File: config.mk
export PLATFORM = sky130hd
export DESIGN_NAME = cpu_seq_core
export DESIGN_NICKNAME = d
export VERILOG_FILES = /design/src/rtl/cpu_pkg.sv /design/src/rtl/cpu_alu.sv /design/src/rtl/cpu_seq_core.sv
export SDC_FILE = /design/constraint.sdc
export NUM_CORES = 1
export LEC_CHECK = 0
export BUFFER_PORTS_ARGS = -buffer_cell sky130_fd_sc_hd__buf_2
export CORE_MARGIN = 4
export CORE_UTILIZATION = 35
export CTS_CLUSTER_DIAMETER = 150
export DETAILED_ROUTE_END_ITERATION = 8
export SLEW_MARGIN = 20
export SYNTH_ARGS = -nofsm -noshare
export SYNTH_HDL_FRONTEND = slang
export SYNTH_SLANG_ARGS = --single-unit
File: constraint.sdc
create_clock -name clk -period 5.8 [get_ports clk]
set_input_delay 1.16 -clock clk [delete_from_list [all_inputs] [get_ports clk]]
set_output_delay 1.16 -clock clk [all_outputs]
set_load 0.01 [all_outputs]
File: src/rtl/cpu_pkg.sv
// Shared definitions for the multicycle CPU core: opcodes, controller
// states and instruction-field slice helpers.
package cpu_pkg;

    localparam logic [2:0] OP_ADD  = 3'b000;
    localparam logic [2:0] OP_SUB  = 3'b001;
    localparam logic [2:0] OP_AND  = 3'b010;
    localparam logic [2:0] OP_OR   = 3'b011;
    localparam logic [2:0] OP_XOR  = 3'b100;
    localparam logic [2:0] OP_SHL  = 3'b101;
    localparam logic [2:0] OP_MOV  = 3'b110;
    localparam logic [2:0] OP_HALT = 3'b111;

    // Register-field slots inside {op, rd, rs1, rs2}, counted from the LSB.
    localparam int FLD_RS2 = 0;
    localparam int FLD_RS1 = 1;
    localparam int FLD_RD  = 2;

    typedef enum logic [1:0] {
        ST_LOAD   = 2'd0,
        ST_EXEC   = 2'd1,
        ST_OUTPUT = 2'd2,
        ST_HOLD   = 2'd3
    } state_t;

    // Opcode sits above the three register fields of width aw.
    function automatic logic [2:0] inst_op(
        input logic [31:0] inst,
        input int          aw
    );
        return 3'(inst >> (3 * aw));
    endfunction

    // Register field at the given slot; caller truncates to its width.
    function automatic logic [7:0] inst_reg(
        input logic [31:0] inst,
        input int          aw,
        input int          slot
    );
        logic [31:0] mask;
        mask = (32'd1 << aw) - 32'd1;
        return 8'((inst >> (slot * aw)) & mask);
    endfunction

endpackage

File: src/rtl/cpu_alu.sv
// Combinational ALU for the multicycle CPU core.
// Ports: i_op (opcode), i_a/i_b (operands), o_result, o_carry
// (carry-out for ADD, borrow for SUB, shifted-out MSB for SHL, else 0).
module cpu_alu
    import cpu_pkg::*;
#(
    parameter int DATA_W = 8
) (
    input  logic [2:0]        i_op,
    input  logic [DATA_W-1:0] i_a,
    input  logic [DATA_W-1:0] i_b,
    output logic [DATA_W-1:0] o_result,
    output logic              o_carry
);

    always_comb begin
        o_result = '0;
        o_carry  = 1'b0;
        unique case (i_op)
            OP_ADD:  {o_carry, o_result} = {1'b0, i_a} + {1'b0, i_b};
            // Borrow appears as the wrapped top bit of the widened difference.
            OP_SUB:  {o_carry, o_result} = {1'b0, i_a} - {1'b0, i_b};
            OP_AND:  o_result = i_a & i_b;
            OP_OR:   o_result = i_a | i_b;
            OP_XOR:  o_result = i_a ^ i_b;
            OP_SHL:  begin
                o_result = {i_a[DATA_W-2:0], 1'b0};
                o_carry  = i_a[DATA_W-1];
            end
            OP_MOV:  o_result = i_a;
            OP_HALT: o_result = '0;
            default: o_result = '0;
        endcase
    end

endmodule

File: src/rtl/cpu_seq_core.sv
// Multicycle CPU core: LOAD -> EXEC -> OUTPUT -> HOLD controller with an
// inline register file and instruction memory.
// Ports: clk, rst (async active-low); host load port inst_wr_en/inst_addr/
// inst_in, reg_wr_en/reg_addr/reg_in; inst_count + start; status busy/done;
// output stream out_valid/out_ready/out_addr/out_data.
// Option: define CPU_FLAGS_EN to add flag_z/flag_c outputs.
module cpu_seq_core
    import cpu_pkg::*;
#(
    parameter  int DATA_W     = 8,
    parameter  int NREG       = 4,
    parameter  int IMEM_DEPTH = 16,
    localparam int REG_AW     = $clog2(NREG),
    localparam int PC_W       = $clog2(IMEM_DEPTH),
    localparam int INST_W     = 3 + 3 * REG_AW
) (
    input  logic              clk,
    input  logic              rst,
    input  logic              inst_wr_en,
    input  logic [PC_W-1:0]   inst_addr,
    input  logic [INST_W-1:0] inst_in,
    input  logic              reg_wr_en,
    input  logic [REG_AW-1:0] reg_addr,
    input  logic [DATA_W-1:0] reg_in,
    input  logic [PC_W:0]     inst_count,
    input  logic              start,
    output logic              busy,
    output logic              done,
    output logic              out_valid,
    input  logic              out_ready,
    output logic [REG_AW-1:0] out_addr,
`ifdef CPU_FLAGS_EN
    output logic              flag_z,
    output logic              flag_c,
`endif
    output logic [DATA_W-1:0] out_data
);

    state_t              r_state;
    state_t              w_state_nxt;
    logic [PC_W-1:0]     r_pc;
    logic [PC_W:0]       r_count;
    logic [REG_AW-1:0]   r_out_addr;
    logic [DATA_W-1:0]   r_rf   [NREG];
    logic [INST_W-1:0]   r_imem [IMEM_DEPTH];

    logic [INST_W-1:0]   w_inst;
    logic [2:0]          w_op;
    logic [REG_AW-1:0]   w_rd;
    logic [REG_AW-1:0]   w_rs1;
    logic [REG_AW-1:0]   w_rs2;
    logic [DATA_W-1:0]   w_result;
    logic                w_alu_carry;
    logic [PC_W:0]       w_pc_inc;
    logic                w_last_exec;
    logic                w_beat;
    logic                w_last_beat;

    assign w_inst = r_imem[r_pc];
    assign w_op   = inst_op(32'(w_inst), REG_AW);
    assign w_rd   = REG_AW'(inst_reg(32'(w_inst), REG_AW, FLD_RD));
    assign w_rs1  = REG_AW'(inst_reg(32'(w_inst), REG_AW, FLD_RS1));
    assign w_rs2  = REG_AW'(inst_reg(32'(w_inst), REG_AW, FLD_RS2));

    cpu_alu #(
        .DATA_W (DATA_W)
    ) u_alu (
        .i_op     (w_op),
        .i_a      (r_rf[w_rs1]),
        .i_b      (r_rf[w_rs2]),
        .o_result (w_result),
        .o_carry  (w_alu_carry)
    );

    // Run ends on HALT, on reaching the latched count, or at the last slot.
    assign w_pc_inc    = {1'b0, r_pc} + {{PC_W{1'b0}}, 1'b1};
    assign w_last_exec = (w_op == OP_HALT)
                      || (w_pc_inc == r_count)
                      || (r_pc == PC_W'(IMEM_DEPTH - 1));

    assign w_beat      = (r_state == ST_OUTPUT) && out_ready;
    assign w_last_beat = (r_out_addr == REG_AW'(NREG - 1));

    assign busy      = (r_state == ST_EXEC) || (r_state == ST_OUTPUT);
    assign done      = (r_state == ST_HOLD);
    assign out_valid = (r_state == ST_OUTPUT);
    assign out_addr  = r_out_addr;
    assign out_data  = r_rf[r_out_addr];

    always_ff @(posedge clk or negedge rst) begin
        if (!rst) begin
            r_state <= ST_LOAD;
        end else begin
            r_state <= w_state_nxt;
        end
    end

    always_comb begin
        w_state_nxt = r_state;
        unique case (r_state)
            ST_LOAD: begin
                if (start) begin
                    w_state_nxt = (inst_count == '0) ? ST_OUTPUT
                                                     : ST_EXEC;
                end
            end
            ST_EXEC: begin
                if (w_last_exec) w_state_nxt = ST_OUTPUT;
            end
            ST_OUTPUT: begin
                if (w_beat && w_last_beat) w_state_nxt = ST_HOLD;
            end
            ST_HOLD: begin
                if (start) w_state_nxt = ST_LOAD;
            end
            default: w_state_nxt = ST_LOAD;
        endcase
    end

    always_ff @(posedge clk or negedge rst) begin
        if (!rst) begin
            r_pc       <= '0;
            r_count    <= '0;
            r_out_addr <= '0;
            for (int i = 0; i < NREG; i++) r_rf[i] <= '0;
            for (int i = 0; i < IMEM_DEPTH; i++) r_imem[i] <= '0;
        end else begin
            unique case (r_state)
                ST_LOAD: begin
                    if (inst_wr_en) r_imem[inst_addr] <= inst_in;
                    if (reg_wr_en) r_rf[reg_addr] <= reg_in;
                    if (start) begin
                        r_count <= inst_count;
                        r_pc    <= '0;
                    end
                end
                ST_EXEC: begin
                    if (w_op != OP_HALT) r_rf[w_rd] <= w_result;
                    r_pc <= r_pc + 1'b1;
                end
                ST_OUTPUT: begin
                    // Index wraps back to 0 after the final beat.
                    if (out_ready) r_out_addr <= r_out_addr + 1'b1;
                end
                ST_HOLD: begin
                    if (start) r_pc <= '0;
                end
                default: ;
            endcase
        end
    end

`ifdef CPU_FLAGS_EN
    logic r_flag_z;
    logic r_flag_c;
    logic w_flag_op;

    assign w_flag_op = (w_op == OP_ADD) || (w_op == OP_SUB)
                    || (w_op == OP_SHL);

    always_ff @(posedge clk or negedge rst) begin
        if (!rst) begin
            r_flag_z <= 1'b0;
            r_flag_c <= 1'b0;
        end else if (r_state == ST_LOAD && start) begin
            r_flag_z <= 1'b0;
            r_flag_c <= 1'b0;
        end else if (r_state == ST_EXEC && w_flag_op) begin
            r_flag_z <= (w_result == '0);
            r_flag_c <= w_alu_carry;
        end
    end

    assign flag_z = r_flag_z;
    assign flag_c = r_flag_c;
`else
    logic w_unused;
    assign w_unused = w_alu_carry;
`endif

endmodule

* After elaboration in Yosys (flattened, before gate mapping)
Index checks and enable logic that the tools add are counted.
Widths: inputs -> output; s select.
** Word-level totals
- Register bits :: 189
- Input port bits :: 34
- Output and inout port bits :: 13
** Cells by class
- Add/sub/neg operators :: 5
- Magnitude comparators :: 10
- Equality and inequality tests :: 21
- Mux-type cells :: 33
- Bitwise logic cells :: 10
- Reduce and logical (&&, ||, !) cells :: 20
** Operators by type and width (count)
- $bwmux 144 :: 1
- $bwmux 32 :: 2
- $mux 32 :: 2
- $mux 8 :: 8
- $pmux 32 s2 :: 1
- $pmux 8 s8 :: 1
- $bmux 8 s2 :: 3
- $bmux 9 s4 :: 1
- $demux 9 s4 :: 1
- $demux 8 s2 :: 2
- $mux 9 :: 3
- $ge 3x3->1 const B :: 5
- $not 2->3 :: 5
- $eq 3x3->1 const B :: 4
- $ge 5x5->1 const B :: 2
- $mux 2 :: 5
- $not 4->5 :: 2
- $add 8x8->8 :: 1
- $and 8x8->8 :: 1
- $ne 2x2->1 const B :: 4
- $or 8x8->8 :: 1
- $pmux 2 s4 :: 1
- $pmux 4 s2 :: 1
- $reduce_and 2->1 :: 4
- other kinds (25) :: 38

* Depth between registers and ports, before layout
- Word-level depth :: 13
- Mapped depth :: 21

* Modules after synthesis
A second synthesis with hierarchy kept.
** Unflattened totals
- Cell total of the unflattened synthesis :: 865
- Area, all modules :: 10985.5 um^2
** By module, submodules not included
- cpu_seq_core :: times used 1, cells an instance 681, area each 9666.8 um^2, seq. area each 4729.5 um^2
- cpu_alu :: times used 1, cells an instance 184, area each 1318.8 um^2, seq. area each 0.0 um^2

* Worst setup path after synthesis
No wires, ideal clock.
- Kind :: reg2reg
- From :: register r_pc[0]
- To :: register r_rf[14] (netlist name)
- Library setup time :: 0.121 ns
- Arrival :: 4.153 ns
- Slack :: 1.526 ns
- Stages on the path, launching flop included :: 19
- Buffers on the path :: 4
- Cells stage by stage :: dfrtp_1 > buf_6 > buf_6 > mux4_2 > a22oi_1 > and2_1 > clkbuf_1 > clkbuf_1 > o21ai_0 > xnor2_1 > fa_1 > a21o_1 > a21oi_1 > o21ai_0 > a21oi_1 > xnor2_1 > o21a_1 > a22o_1 > a22o_1
** Between the ends
- Longest elaborated chain between the ends :: 13
- Elaborated cells between the ends (all ways) :: 38
- Classes of those cells :: 2 x add/sub; 2 x order compare; 9 x eq/ne; 15 x mux; 7 x bitwise; 3 x reduce/logical
** RTL lines
- start: declaration :: line cpu_seq_core.sv:41 : logic [PC_W-1:0] r_pc;
- start signal: assignment :: line cpu_seq_core.sv:139 : r_pc <= r_pc + 1'b1;
- $not 4->5 (implied by the code) * :: line cpu_seq_core.sv:59 : assign w_inst = r_imem[r_pc];
- $bmux 9 s4 * :: line cpu_seq_core.sv:59
- $mux 9 (implied by the code) * (2 in series) :: line cpu_seq_core.sv:59
- $not 2->3, on equally long branches :: line cpu_seq_core.sv:69, cpu_seq_core.sv:70
- $bmux 8 s2, on equally long branches :: line cpu_seq_core.sv:69, cpu_seq_core.sv:70
- $mux 8, on equally long branches (2 in series) :: line cpu_seq_core.sv:69, cpu_seq_core.sv:70
- $sub 8x8->8 (tied with other cells) :: line cpu_alu.sv:22 : OP_SUB: {o_carry, o_result} = {1'b0, i_a} - {1'b0, i_b};
- $pmux 8 s8 :: line cpu_alu.sv:19 : unique case (i_op)
- $bwmux 32 :: line cpu_seq_core.sv:138 : if (w_op != OP_HALT) r_rf[w_rd] <= w_result;
- $mux 32 :: line cpu_seq_core.sv:138
- $pmux 32 s2 :: line cpu_seq_core.sv:128 : unique case (r_state)
- end signal: indexed assignment :: line cpu_seq_core.sv:131 : if (reg_wr_en) r_rf[reg_addr] <= reg_in;
- end signal: indexed assignment :: line cpu_seq_core.sv:138
- end: declaration :: line cpu_seq_core.sv:44 : logic [DATA_W-1:0] r_rf [NREG];
Every way passes the cells marked *; elsewhere a longest branch is shown, timed or not. The select of a mux whose other input is x is not followed.
A chain may end at the register's enable or synchronous reset.

* Final worst setup path
- From :: register r_pc[0]
- To :: register r_rf[5] (netlist name)
Same word-level chain as after synthesis.

==> key figures <==
Setup path
  – CP Capture Type: register
  – Most common cell on crit path: nor2_1
  – Buffers & Inverters on Critical Path: 0
  – CP Data Arrival Time: 5450 ps
  – Worst EP required: 6130 ps
  – Slowest CP cell: dfrtp_4
  – R2R depth: 16
  – Worst R2R End: r_rf[5]
  – Worst R2R Setup Slack: 680 ps
  – Crit path depth: 16
  – Cell breakdown of the critical path: mux4_1, mux2i_4, mux2_2, a211oi_1, mux2i_2, nor2_1, nor2_1, xnor2_1, ha_1, a21o_1, a2111oi_0, a21oi_1, and3b_1, o31ai_2, o221ai_1, o21a_1
  – CP max FO: 22
  – Crit path max-delay family: compound AO/OA/AOI/OAI gates
  – Setup CP Type: reg -> reg
  – R2R Path Start: r_pc[0]
  – Worst setup SP type: register
  – Slowest stage delay, CP: 700 ps

Die
  – Die ar.: 34300 um^2
  – Core area: 30700 um^2
  – Height of the die: 185 um
  – Die Wd: 185 um
  – Initial Utilization: 0.357
  – I/O pin cnt: 47
  – # rows: 64

Route
  – Via count: 7586
  – Routed Antenna Nets: 0
  – WL/cell: 20.7 um
  – # DRC: 0
  – Iteration-0 DRC Markers: 421
  – Drt total wl: 28600 um
  – DR pass1 iterations: 5
  – Vias per cell: 5.50

STA
  – Minimum clock period: 5120 ps
  – Setup Viol. Count Final: 0
  – Final hold vios: 0
  – Fin Setup TNS: 0 ps
  – Final Cycle Share: 0.883
  – Fmax: 195 MHz
  – Unrepaired setup endpoints after global routing: false
  – Rel. slew slack: 0.195
  – Worst-Margin Slew: 1200 ps
  – Max Slew Vio Count: 0
  – Clk_skew: 10.3 ps

Worst hold path
  – Min-Delay Path Depth: 1
  – Hold Crit Endpoint: r_imem[66]
  – Hold wc startpoint: r_imem[66]
  – Worst hold path type: reg -> reg

GRT
  – Total grt overflow: 0
  – Met1 Resource Use GR: 0.230
  – Antenna violations before repair: 0
  – Largest net degree at the start of global routing: 117
  – First-pass GRT wire length: 45400 um
  – Busiest grt layer: met2
  – GR Util met3: 0.0255
  – Number of global-route vias before repair: 7748
  – Grt met2 use: 0.291
  – Gr usage total: 0.171

Clock network
  – Post-CTS setup buffers: 0
  – # resized after CTS: 0
  – Clk sinks: 189
  – CTS H-tree depth: 4
  – Later-pin clock latency in the skew report: 440 ps
  – Clk buf depth: 2
  – # hold bufs at CTS: 0
  – CTS root buf: clkbuf_16
  – CTS tree: done
  – Clk pin slew, worst setup/hold paths: 70 ps
  – Total CTS buffers: 17

Job
  – Max-Cap Viols: 0

Placed design
  – Port-buffer cells: 46
  – GPL Wtd Cong: 0.878
  – Dpl hpwl: 20300 um

Logic synthesis
  – Synthesized area: 11000 um^2
  – Ys flop type: dfrtp_1
  – Post-synthesis xor/xnor area fraction: 0.0159
  – Post-Syn Nets: 992
  – Post-Syn Instances: 931
  – Netlist cell types: 77
  – Synth Warn #: 0
  – Number of flops mapped to enable cells by yosys: 0
  – Synth async-reset ratio: 1.00
  – Syn Area/Cell: 11.8 um^2
  – Mux contribution to synthesized area: 0.292
  – Post-synthesis sequential area ratio: 0.431
  – Synth Area in Compound Gates: 0.121
  – Synth Register Bits: 189
  – Adder-cell share of the synthesized area: 0.0314
  – Largest family of logic cells by synthesized area: multiplexers
  – Post-Synth Simple-Gate Area: 0.0755

Finish
  – Share of layout cells above drive strength 1: 0.327
  – # nets final: 1031
  – Synthesis-to-finish area growth: 12.0%
  – N_diodes: 0

Status
  – Status: complete, no violations
-- routing by layer --
layer / vias up / part of all wire
met5: - / 0
met4: 0 / 0.017
met3: 22 / 0.033
met2: 139 / 0.50
met1: 3873 / 0.45
li1: 3552 / -
-- cells by family after synthesis --
group	Yosys count
AOI/OAI and AO/OA	180
xor gates and xnor gates	20
adders and majority gates	27
buffers and inverters	80
DFF	189
muxes	259
and+or+nand+nor	176
-- worst reg2reg max path, delay by kind of cell (launching register included) --
| kind | cells | cell delay (ps) |
|---|---|---|
| AND/OR/NAND/NOR | 3 | 450 |
| flip-flops | 1 | 700 |
| adder cells (fa/ha/maj) | 1 | 340 |
| XOR/XNOR | 1 | 130 |
| AO/OA/AOI/OAI | 7 | 1850 |
| multiplexers | 4 | 1530 |
-- flip-flops by register name, summed over array words and instances, names as in the netlist --
signal / flops
r_imem: 144
r_state: 2
r_pc: 4
r_rf: 32
r_count: 5
out_addr: 2
-- final cells by class --
class	instances	area (um^2)
clock buffers	20	467
clock inverters	12	175
fillers	2950	18400
inverters	29	109
multi-input cells	662	5900
flip-flops and latches	189	4730
well taps	396	495
repair buffers	71	427
-- through the flow --
stage	hold WS, ps	utilization	instances	cell area, um^2	worst slack [ps]
finish	504	0.400	1379	12300	680
global route	511	0.400	1379	12300	136
CTS	506	0.400	1379	12300	610
detailed placement	489	0.379	1347	11700	656
global placement	482	0.379	1347	11700	800
floorplan	472	-	931	11000	1530
-- cell usage after synthesis, types with 4 or more instances --
library cell / instances / share of area
mux2i_1: 58 / 0.053
buf_6: 4 / 0.0041
o31ai_1: 6 / 0.0041
a22o_1: 7 / 0.0056
o21a_1: 9 / 0.0061
o221ai_1: 14 / 0.011
a211oi_1: 9 / 0.0061
a21oi_1: 25 / 0.011
a22oi_1: 8 / 0.0055
o2bb2ai_1: 4 / 0.0032
buf_2: 6 / 0.0027
xnor2_1: 16 / 0.013
nor2_1: 43 / 0.015
nand3_1: 8 / 0.0036
a2bb2oi_1: 4 / 0.0032
and2_1: 7 / 0.0040
mux4_2: 30 / 0.062
a221oi_1: 8 / 0.0064
nand2b_1: 8 / 0.0046
o21ai_1: 4 / 0.0018
nand2_1: 73 / 0.025
o22ai_1: 6 / 0.0034
mux2_2: 166 / 0.17
ha_1: 26 / 0.030
dfrtp_1: 189 / 0.43
and4_1: 6 / 0.0048
o22a_1: 10 / 0.0080
clkbuf_1: 34 / 0.012
xor2_1: 4 / 0.0032
inv_1: 28 / 0.0096
o21ai_0: 37 / 0.017
nor2b_1: 7 / 0.0040
-- cell usage in the layout (no fill, tap or decap), types with 8 or more instances in the layout --
| master | instances |
|---|---|
| a221oi_1 | 8 |
| nor2_1 | 41 |
| o21a_1 | 9 |
| inv_1 | 28 |
| o221ai_1 | 14 |
| o22a_1 | 10 |
| mux2_2 | 166 |
| xnor2_1 | 16 |
| nand2b_1 | 8 |
| mux4_2 | 30 |
| o21ai_0 | 37 |
| nand2_1 | 73 |
| buf_4 | 25 |
| a211oi_1 | 9 |
| clkbuf_16 | 17 |
| mux2i_1 | 58 |
| nand3_1 | 8 |
| ha_1 | 26 |
| dfrtp_1 | 188 |
| a21oi_1 | 25 |
| a22oi_1 | 8 |
| buf_2 | 45 |
-- worst max-delay path by stage --
| stage | startpoint | endpoint |
|---|---|---|
| after global placement | r_pc[0] | r_rf[13] |
| after detailed placement | r_pc[0] | r_rf[13] |
| after global routing | r_pc[0] | r_rf[13] |
| after floorplan | r_pc[0] | r_rf[14] |
| final | r_pc[0] | r_rf[5] |
| after CTS | r_pc[0] | r_rf[13] |
Power is left out: the tool's default activity adds up to more than one toggle a clock period on the data nets, which glitch-free logic cannot reach.
